**src/rtl/sisc_pkg.sv**
```systemverilog
// Shared SISC definitions for the data-memory controller: bus widths, FSM state
// encodings and the store-buffer entry layout.
package sisc_pkg;

    localparam int DM_ADDR_W = 16;
    localparam int DM_DATA_W = 32;

    typedef enum logic [1:0] {
        LD_IDLE,
        LD_FWD,
        LD_WAIT,
        LD_RSP
    } ld_state_e;

    typedef enum logic [1:0] {
        DR_IDLE,
        DR_HIGH,
        DR_LOW
    } dr_state_e;

    typedef struct packed {
        logic [DM_ADDR_W-1:0] addr;
        logic [DM_DATA_W-1:0] data;
    } sb_entry_t;

endpackage

```
**src/rtl/dm_stbuf.sv**
```systemverilog
// Circular store buffer of {addr, data} entries with a combinational lookup
// that reports the youngest valid entry matching a given address.
module dm_stbuf
    import sisc_pkg::*;
#(
    parameter int DEPTH = 2
) (
    input  logic                 clk_i,
    input  logic                 rst_ni,
    input  logic                 push_i,
    input  sb_entry_t            pushEntry_i,
    input  logic                 pop_i,
    output sb_entry_t            head_o,
    output logic                 empty_o,
    output logic                 full_o,
    input  logic [DM_ADDR_W-1:0] lookupAddr_i,
    output logic                 lookupHit_o,
    output logic [DM_DATA_W-1:0] lookupData_o
);

    localparam int PtrW = $clog2(DEPTH);

    sb_entry_t        entries_q [DEPTH];
    logic [PtrW-1:0]  wrPtr_q;
    logic [PtrW-1:0]  rdPtr_q;
    logic [PtrW:0]    count_q;
    logic             pushEn;
    logic             popEn;
    logic [PtrW-1:0]  lookIdx;

    assign empty_o = (count_q == '0);
    assign full_o  = (count_q == (PtrW+1)'(DEPTH));
    assign pushEn  = push_i && !full_o;
    assign popEn   = pop_i && !empty_o;
    assign head_o  = entries_q[rdPtr_q];

    always_ff @(posedge clk_i or negedge rst_ni) begin
        if (!rst_ni) begin
            wrPtr_q <= '0;
            rdPtr_q <= '0;
            count_q <= '0;
        end else begin
            if (pushEn) begin
                wrPtr_q <= wrPtr_q + 1'b1;
            end
            if (popEn) begin
                rdPtr_q <= rdPtr_q + 1'b1;
            end
            count_q <= count_q + {{PtrW{1'b0}}, pushEn} - {{PtrW{1'b0}}, popEn};
        end
    end

    // Payload storage needs no reset; only slots counted by count_q are ever read.
    always_ff @(posedge clk_i) begin
        if (pushEn) begin
            entries_q[wrPtr_q] <= pushEntry_i;
        end
    end

    // Walk oldest to youngest so the last match left standing is the youngest.
    always_comb begin
        lookupHit_o  = 1'b0;
        lookupData_o = '0;
        lookIdx      = '0;
        for (int k = 0; k < DEPTH; k++) begin
            lookIdx = rdPtr_q + PtrW'(k);
            if (((PtrW+1)'(k) < count_q) && (entries_q[lookIdx].addr == lookupAddr_i)) begin
                lookupHit_o  = 1'b1;
                lookupData_o = entries_q[lookIdx].data;
            end
        end
    end

endmodule

```
**src/rtl/dm_ctl.sv**
```systemverilog
// Data-memory access controller: load FSM with store-to-load forwarding and a
// drain FSM that turns buffered stores into dm_we pulses (commit on falling edge).
module dm_ctl
    import sisc_pkg::*;
#(
    parameter int SB_DEPTH = 2,
    parameter int RD_WAIT  = 1,
    parameter int WE_HIGH  = 1
) (
    input  logic                 CLK,
    input  logic                 RST_F,
    input  logic                 req_valid,
    output logic                 req_ready,
    input  logic                 req_we,
    input  logic [DM_ADDR_W-1:0] req_addr,
    input  logic [DM_DATA_W-1:0] req_wdata,
    output logic                 rsp_valid,
    output logic [DM_DATA_W-1:0] rsp_data,
    output logic [DM_ADDR_W-1:0] read_addr,
    output logic [DM_ADDR_W-1:0] write_addr,
    output logic [DM_DATA_W-1:0] write_data,
    output logic                 dm_we,
    input  logic [DM_DATA_W-1:0] read_data
);

    localparam int WaitW = $clog2(RD_WAIT + 1);
    localparam int WeW   = $clog2(WE_HIGH + 1);

    ld_state_e            ldState_q, ldState_d;
    logic [WaitW-1:0]     waitCnt_q, waitCnt_d;
    logic [DM_DATA_W-1:0] fwdData_q, fwdData_d;
    logic [DM_ADDR_W-1:0] readAddr_q, readAddr_d;
    logic                 rspValid_q, rspValid_d;
    logic [DM_DATA_W-1:0] rspData_q, rspData_d;

    dr_state_e            drState_q, drState_d;
    logic [WeW-1:0]       weCnt_q, weCnt_d;
    logic [DM_ADDR_W-1:0] writeAddr_q, writeAddr_d;
    logic [DM_DATA_W-1:0] writeData_q, writeData_d;
    logic                 dmWe_q, dmWe_d;

    logic                 ldAccept;
    logic                 stAccept;
    logic                 sbPop;
    logic                 sbFull;
    logic                 sbEmpty;
    sb_entry_t            sbHead;
    sb_entry_t            pushEntry;
    logic                 lookupHit;
    logic [DM_DATA_W-1:0] lookupData;

    assign req_ready  = (ldState_q == LD_IDLE) && !sbFull;
    assign ldAccept   = req_valid && req_ready && !req_we;
    assign stAccept   = req_valid && req_ready && req_we;
    assign pushEntry  = '{addr: req_addr, data: req_wdata};

    assign rsp_valid  = rspValid_q;
    assign rsp_data   = rspData_q;
    assign read_addr  = readAddr_q;
    assign write_addr = writeAddr_q;
    assign write_data = writeData_q;
    assign dm_we      = dmWe_q;

    dm_stbuf #(
        .DEPTH(SB_DEPTH)
    ) u_stbuf (
        .clk_i        (CLK),
        .rst_ni       (RST_F),
        .push_i       (stAccept),
        .pushEntry_i  (pushEntry),
        .pop_i        (sbPop),
        .head_o       (sbHead),
        .empty_o      (sbEmpty),
        .full_o       (sbFull),
        .lookupAddr_i (req_addr),
        .lookupHit_o  (lookupHit),
        .lookupData_o (lookupData)
    );

    // Forwarded data is captured at acceptance because the matching entry may pop that same edge.
    always_comb begin
        ldState_d  = ldState_q;
        waitCnt_d  = waitCnt_q;
        fwdData_d  = fwdData_q;
        readAddr_d = readAddr_q;
        rspValid_d = 1'b0;
        rspData_d  = rspData_q;
        case (ldState_q)
            LD_IDLE: begin
                if (ldAccept) begin
                    if (lookupHit) begin
                        fwdData_d = lookupData;
                        ldState_d = LD_FWD;
                    end else begin
                        readAddr_d = req_addr;
                        waitCnt_d  = '0;
                        ldState_d  = LD_WAIT;
                    end
                end
            end
            LD_FWD: begin
                rspData_d  = fwdData_q;
                rspValid_d = 1'b1;
                ldState_d  = LD_RSP;
            end
            LD_WAIT: begin
                if (waitCnt_q == WaitW'(RD_WAIT)) begin
                    rspData_d  = read_data;
                    rspValid_d = 1'b1;
                    ldState_d  = LD_RSP;
                end else begin
                    waitCnt_d = waitCnt_q + 1'b1;
                end
            end
            LD_RSP: begin
                ldState_d = LD_IDLE;
            end
            default: begin
                ldState_d = LD_IDLE;
            end
        endcase
    end

    // DR_LOW may launch the next pulse directly, giving one low cycle between stores.
    always_comb begin
        drState_d   = drState_q;
        weCnt_d     = weCnt_q;
        writeAddr_d = writeAddr_q;
        writeData_d = writeData_q;
        dmWe_d      = dmWe_q;
        sbPop       = 1'b0;
        case (drState_q)
            DR_IDLE, DR_LOW: begin
                drState_d = DR_IDLE;
                if (!sbEmpty) begin
                    writeAddr_d = sbHead.addr;
                    writeData_d = sbHead.data;
                    dmWe_d      = 1'b1;
                    weCnt_d     = WeW'(1);
                    drState_d   = DR_HIGH;
                end
            end
            DR_HIGH: begin
                if (weCnt_q == WeW'(WE_HIGH)) begin
                    dmWe_d    = 1'b0;
                    sbPop     = 1'b1;
                    drState_d = DR_LOW;
                end else begin
                    weCnt_d = weCnt_q + 1'b1;
                end
            end
            default: begin
                dmWe_d    = 1'b0;
                drState_d = DR_IDLE;
            end
        endcase
    end

    always_ff @(posedge CLK or negedge RST_F) begin
        if (!RST_F) begin
            ldState_q   <= LD_IDLE;
            waitCnt_q   <= '0;
            fwdData_q   <= '0;
            readAddr_q  <= '0;
            rspValid_q  <= 1'b0;
            rspData_q   <= '0;
            drState_q   <= DR_IDLE;
            weCnt_q     <= '0;
            writeAddr_q <= '0;
            writeData_q <= '0;
            dmWe_q      <= 1'b0;
        end else begin
            ldState_q   <= ldState_d;
            waitCnt_q   <= waitCnt_d;
            fwdData_q   <= fwdData_d;
            readAddr_q  <= readAddr_d;
            rspValid_q  <= rspValid_d;
            rspData_q   <= rspData_d;
            drState_q   <= drState_d;
            weCnt_q     <= weCnt_d;
            writeAddr_q <= writeAddr_d;
            writeData_q <= writeData_d;
            dmWe_q      <= dmWe_d;
        end
    end

endmodule

```
**config.mk**
```make
export PLATFORM = sky130hd
export DESIGN_NAME = dm_ctl
export DESIGN_NICKNAME = d
export VERILOG_FILES = /design/src/rtl/sisc_pkg.sv /design/src/rtl/dm_stbuf.sv /design/src/rtl/dm_ctl.sv
export SDC_FILE = /design/constraint.sdc
export NUM_CORES = 1
export LEC_CHECK = 0
export BUFFER_PORTS_ARGS = -buffer_cell sky130_fd_sc_hd__buf_2
export CORE_MARGIN = 8
export CORE_UTILIZATION = 51
export CTS_CLUSTER_DIAMETER = 100
export CTS_CLUSTER_SIZE = 12
export DETAILED_ROUTE_END_ITERATION = 10
export GPL_TIMING_DRIVEN = 1
export PLACE_DENSITY = 0.86
export SYNTH_ARGS = -nofsm -noshare
export SYNTH_HDL_FRONTEND = slang
export SYNTH_HIERARCHICAL = 1
export SYNTH_SLANG_ARGS = --single-unit
```
**constraint.sdc**
```tcl
create_clock -name CLK -period 3.85 [get_ports CLK]
set_clock_uncertainty 0.2 [all_clocks]
set_input_delay 0.77 -clock CLK [delete_from_list [all_inputs] [get_ports CLK]]
set_output_delay 0.77 -clock CLK [all_outputs]
set_load 0.02 [all_outputs]
```
# == Yosys cells after proc, flatten, opt, wreduce, memory -nomap -nowiden ==
# Memories as Yosys holds them, arrays and structs flattened.
# Index checks and enable logic that the tools add are counted.
# op_classes
n_reduce_logical,26
add_sub_neg,6
eq_ne,13
magnitude_cmp,2
n_bitwise,2
muxes,28
# op_table
op,count
32-bit two-way mux,3
32-bit one-hot mux with 2 select lines,1
16-bit == test,2
1-bit two-way mux,14
2-bit != test (second input constant),5
2-bit AND reduction,5
3-bit AND reduction,3
2-bit == test (second input constant),4
1-bit logical AND,8
2-bit two-way mux,4
1-bit one-hot mux with 2 select lines,4
2-bit one-hot mux with 4 select lines,1
2-bit logical NOT,3
2-bit nonzero test,3
1-bit adder (second input constant),4
2-bit by 1-bit == test with 1-bit output (second input constant),2
1-bit by 2-bit less-than comparator with 1-bit output (first input constant),2
2-bit one-hot mux with 2 select lines,1
1-bit logical NOT,3
2-bit by 1-bit adder with 2-bit output,1
1-bit NOT,2
2-bit OR reduction,1
2-bit by 1-bit subtractor with 2-bit output,1
# totals
memories,1
wordCells,92
mem_bits_rw,96
register_bits,140
in_bits,84
# mem_list
memory,words,width,read_ports,rd_clocked_by_memory_dff,write_ports,line,source
u_stbuf.entries_q,2,48,2,0,1,dm_stbuf.sv:23,sb_entry_t entries_q [DEPTH];

# == Depth between registers and ports, before layout ==
# depth
depth_word,8
ltp_mapped,12
ltp_nobuf,10

# == By module ==
# The synthesis kept the hierarchy.
# modules_own_cells
module,n_inst,cells_per_inst,area_each_um2
dm_ctl,1,382,5632.9
dm_stbuf,1,382,5072.4

# == Least setup slack after synthesis ==
# No wires, ideal clock.
# synth_path
path_type,register -> register
startpoint,register ldState_q[0]
endpoint,"memory u_stbuf/entries_q[0][0] (netlist name), enable pin"
stages_incl_launch_ff,7
n_path_buf,0
setup_time_ps,454
arrival_time_ps,3420
path_slack_ps,-224
cell_sequence,dfrtp_1 > inv_1 > ha_1 > nor2b_1 > and3_1 > nand2_1 > nor2_1
# synth_via
elab_chain_len,7
# synth_lines
element,line,source
start: declaration,dm_ctl.sv:29,"ld_state_e ldState_q, ldState_d;"
start signal: assignment,dm_ctl.sv:173,ldState_q <= ldState_d;
2-bit logical NOT,dm_ctl.sv:52,assign req_ready = (ldState_q == LD_IDLE) && !sbFull;
1-bit logical AND,dm_ctl.sv:52,
via req_ready,dm_ctl.sv:13,"output logic req_ready,"
1-bit logical AND (2 in series),dm_ctl.sv:54,assign stAccept = req_valid && req_ready && req_we;
via stAccept,dm_ctl.sv:43,logic stAccept;
1-bit logical AND,dm_stbuf.sv:33,assign pushEn = push_i && !full_o;
1-bit two-way mux,dm_stbuf.sv:55,if (pushEn) begin
1-bit two-way mux (not written as such),dm_stbuf.sv:56,entries_q[wrPtr_q] <= pushEntry_i;
end: declaration,dm_stbuf.sv:23,
# The timed path passes the listed nets, and every way through them passes these cells.

==> flow_summary.json <==
{
  "status": "completed",
  "synthArstFlopShare_pct": 59.3,
  "gr-total-overflow": 0,
  "drc": 0,
  "synth.avg_cell_area_um2": 14.0,
  "powerDensity_nw_per_um2": 737,
  "num_io_pins": 183,
  "period_needed_ns": 3.56,
  "pwr-share-clk_pct": 22.2,
  "p_int_mw": 5.96,
  "cts_sinks": 236,
  "avgRoutedWirePerCell_um": 19.8,
  "tightest_slew_ns": 0.784,
  "wirelength_um": 24600,
  "final_cells": 1238,
  "pwr-share-comb_pct": 39.2,
  "clock.fmax_ghz": 0.281,
  "htree_num_levels": 1,
  "post_cts_resized": 0,
  "min_path_type": "in2reg",
  "cts_setup_buffers": 0,
  "cts_tree": "yes",
  "stdcell_area_um2": 12600,
  "dp.cells": 1193,
  "fin_crit_sh_pct": 92.4,
  "ys_warn_count": 6,
  "crit_path_top_delay_cell": "dfrtp_4",
  "utilization_pct": 60.7,
  "grt_pass1_wl_um": 38800,
  "die_area_um2": 25900,
  "ir_drop_uv": 479,
  "cts_root_buf": "clkbuf_16",
  "cts.clk_slew.worst_paths_ns": 0.07,
  "cp-end-kind": "register",
  "synth_cells": 764,
  "n_fill_cell": 1603,
  "cpPeakStageDelay_ns": 0.75,
  "startpoint_type": "register",
  "vias": 6844,
  "syn_to_final_growth_pct": 18.0,
  "power_switching_mw": 3.35,
  "portBuffers": 182,
  "rsz0062_at_grt": "no",
  "rows": 53,
  "synthesis.nets": 853,
  "globalplace.congestion": 0.746,
  "totalPowerFinal_mw": 9.31,
  "setup_viol": 0,
  "crit_path_max_fanout": 34,
  "crit_type": "reg2reg",
  "core_um2": 20800,
  "dpl_cell_area_um2": 11900,
  "drt-initial-drc-count": 365,
  "worst_slack_ns": 0.294,
  "multi_input_comb_area_um2": 4080,
  "grtUsageTotal_pct": 18.5,
  "cp.required_ns": 4.03,
  "synth-edff-count": 96,
  "hold_slack_ns": 0.248,
  "first_global_vias": 7248,
  "netSwitchingFraction_pct": 36.0,
  "nets": 1033,
  "chipHeight_um": 161,
  "die_w_um": 161,
  "synth_flop_cell": "dfrtp_1",
  "ys_ff_latch": 236,
  "ys_seq_area_share_pct": 59.7,
  "finalHoldViolCount": 0,
  "initial_core_util_pct": 51.4,
  "path_cells": "mux2_2 -> xor2_1 -> nor4_1 -> and4_1 -> a21o_1 -> nand2_1 -> nor2_8 -> buf_4 -> mux2_4",
  "antenna_found_initial": 2,
  "cts.path.max_buffers": 3,
  "clk_latency_ns": 0.51,
  "firstDrtPassIters": 4,
  "final_antenna_net_count": 0,
  "ys_types": 42,
  "max_cap_violations": 0,
  "p_leak_nw": 5.38,
  "vias_per_cell": 5.53,
  "tns_ns": 0,
  "syn_area_um2": 10700,
  "grt_max_degree": 59,
  "maxSlewViolCount": 0,
  "cts_buffers": 23,
  "cp.arrival_ns": 3.74,
  "slew_headroom_pct": 47.6,
  "hpwl_um": 16800,
  "final_layout_size_suffix_gt1_share_pct": 40.2,
  "place_ws_ns": 0.318,
  "seq_area_um2": 6390,
  "seq_power_share_pct": 38.6
}
## path summary, 6_finish.rpt
check                      slack, ns  cells after the start                  endpoint       startpoint
max in group asynchronous       1.99                      3              rsp_data[16]            RST_F
min in group asynchronous       0.54                      2             write_addr[6]            RST_F
min                             0.25                      1  u_stbuf/entries_q[0][28]    req_wdata[28]
min reg2reg                     0.27                      2               rsp_data[7]      rsp_data[7]
max                             0.29                      9             fwdData_q[15]  u_stbuf/rdPtr_q
max reg2reg                     0.29                      9             fwdData_q[15]  u_stbuf/rdPtr_q
## power groups by stage
stage / registers [mW] / logic [mW] / clock network, mW
after floorplan: 4.07 / 2.12 / 0
after global placement: 3.59 / 3.57 / 0
after detailed placement: 3.63 / 3.67 / 0
after CTS: 3.59 / 3.70 / 2.12
after global routing: 3.66 / 3.93 / 2.23
final: 3.59 / 3.65 / 2.07
## flip-flops by register name (all words and copies together), names as in the netlist, 2 cells and up
signal and count:
u_stbuf/entries_q 96, fwdData_q 32, rsp_data 32, write_data 32, read_addr 16, write_addr 16
drState_q 2, ldState_q 2, u_stbuf/count_q 2
## critical path, delay by kind of cell (launching register included)
family          cells  cell delay, ns
buf+inv             1            0.33
compound gates      1            0.18
xor+xnor            1            0.15
flops               1            0.75
simple gates        4            1.05
mux                 2            0.76
## cell usage after synthesis, types with 19 or more instances
cell type	instances	area [um^2]
dfrtp_1	140	3500
a21oi_1	33	165
nand2_1	67	251
buf_2	19	95.1
mux2i_1	50	500
edfxtp_1	96	2880
xor2_1	21	184
mux2_2	107	1200
a22oi_1	62	465
mux2_4	39	586
o21ai_0	35	175
## kinds of logic (layout without fill, tap and decap cells)
| logic type | Yosys count | in the layout | synth area share, % |
|---|---|---|---|
| multiplexers | 198 | 198 | 21.6 |
| flip-flops | 236 | 236 | 59.7 |
| AND/OR/NAND/NOR | 102 | 102 | 4.57 |
| buffers and inverters | 51 | 248 | 2.61 |
| AO/OA/AOI/OAI | 136 | 136 | 8.01 |
| other | 0 | 2 | 0 |
| adder cells (fa/ha/maj) | 5 | 5 | 0.584 |
| XOR/XNOR | 36 | 36 | 2.95 |
## cells in the final DEF, fill, tap and decap left out, types with 6 or more instances in the layout
| master | Yosys | final |
|---|---|---|
| nand2_1 | 67 | 67 |
| mux2_2 | 107 | 107 |
| dfrtp_1 | 140 | 139 |
| o21ai_0 | 35 | 35 |
| buf_4 | 4 | 13 |
| mux2_4 | 39 | 39 |
| clkbuf_16 | 0 | 24 |
| a22oi_1 | 62 | 62 |
| xor2_1 | 21 | 21 |
| xnor2_1 | 15 | 15 |
| edfxtp_1 | 96 | 96 |
| clkbuf_1 | 15 | 17 |
| nor4_1 | 6 | 6 |
| buf_2 | 19 | 181 |
| mux2i_1 | 50 | 50 |
| a21oi_1 | 33 | 33 |
## what timing repair did
action / CTS / global route
hold endpoints to repair: 40 / 0
hold buffers: 1 / 0
endpoints found under the setup margin: 0 / 0
## per-layer routing
layer | track usage (%) | up-vias | share of wire (%)
met2 | 31.9 | 186 | 50
met5 | 0 | - | 0
met3 | 3.63 | 45 | 5.1
li1 | - | 3186 | -
met4 | 5.85 | 0 | 2.5
met1 | 23.1 | 3427 | 42
## layout make-up
class                           count  area share (%)
Clock inverter                      1          0.0693
Multi-Input combinational cell    477            32.3
Timing Repair Buffer              201            8.90
Tap cell                          275            2.72
Inverter                            5           0.149
Clock buffer                       41            5.26
Sequential cell                   236            50.6
Antenna cell                        2          0.0396
No activity file was read; power rests on OpenSTA's default activity.
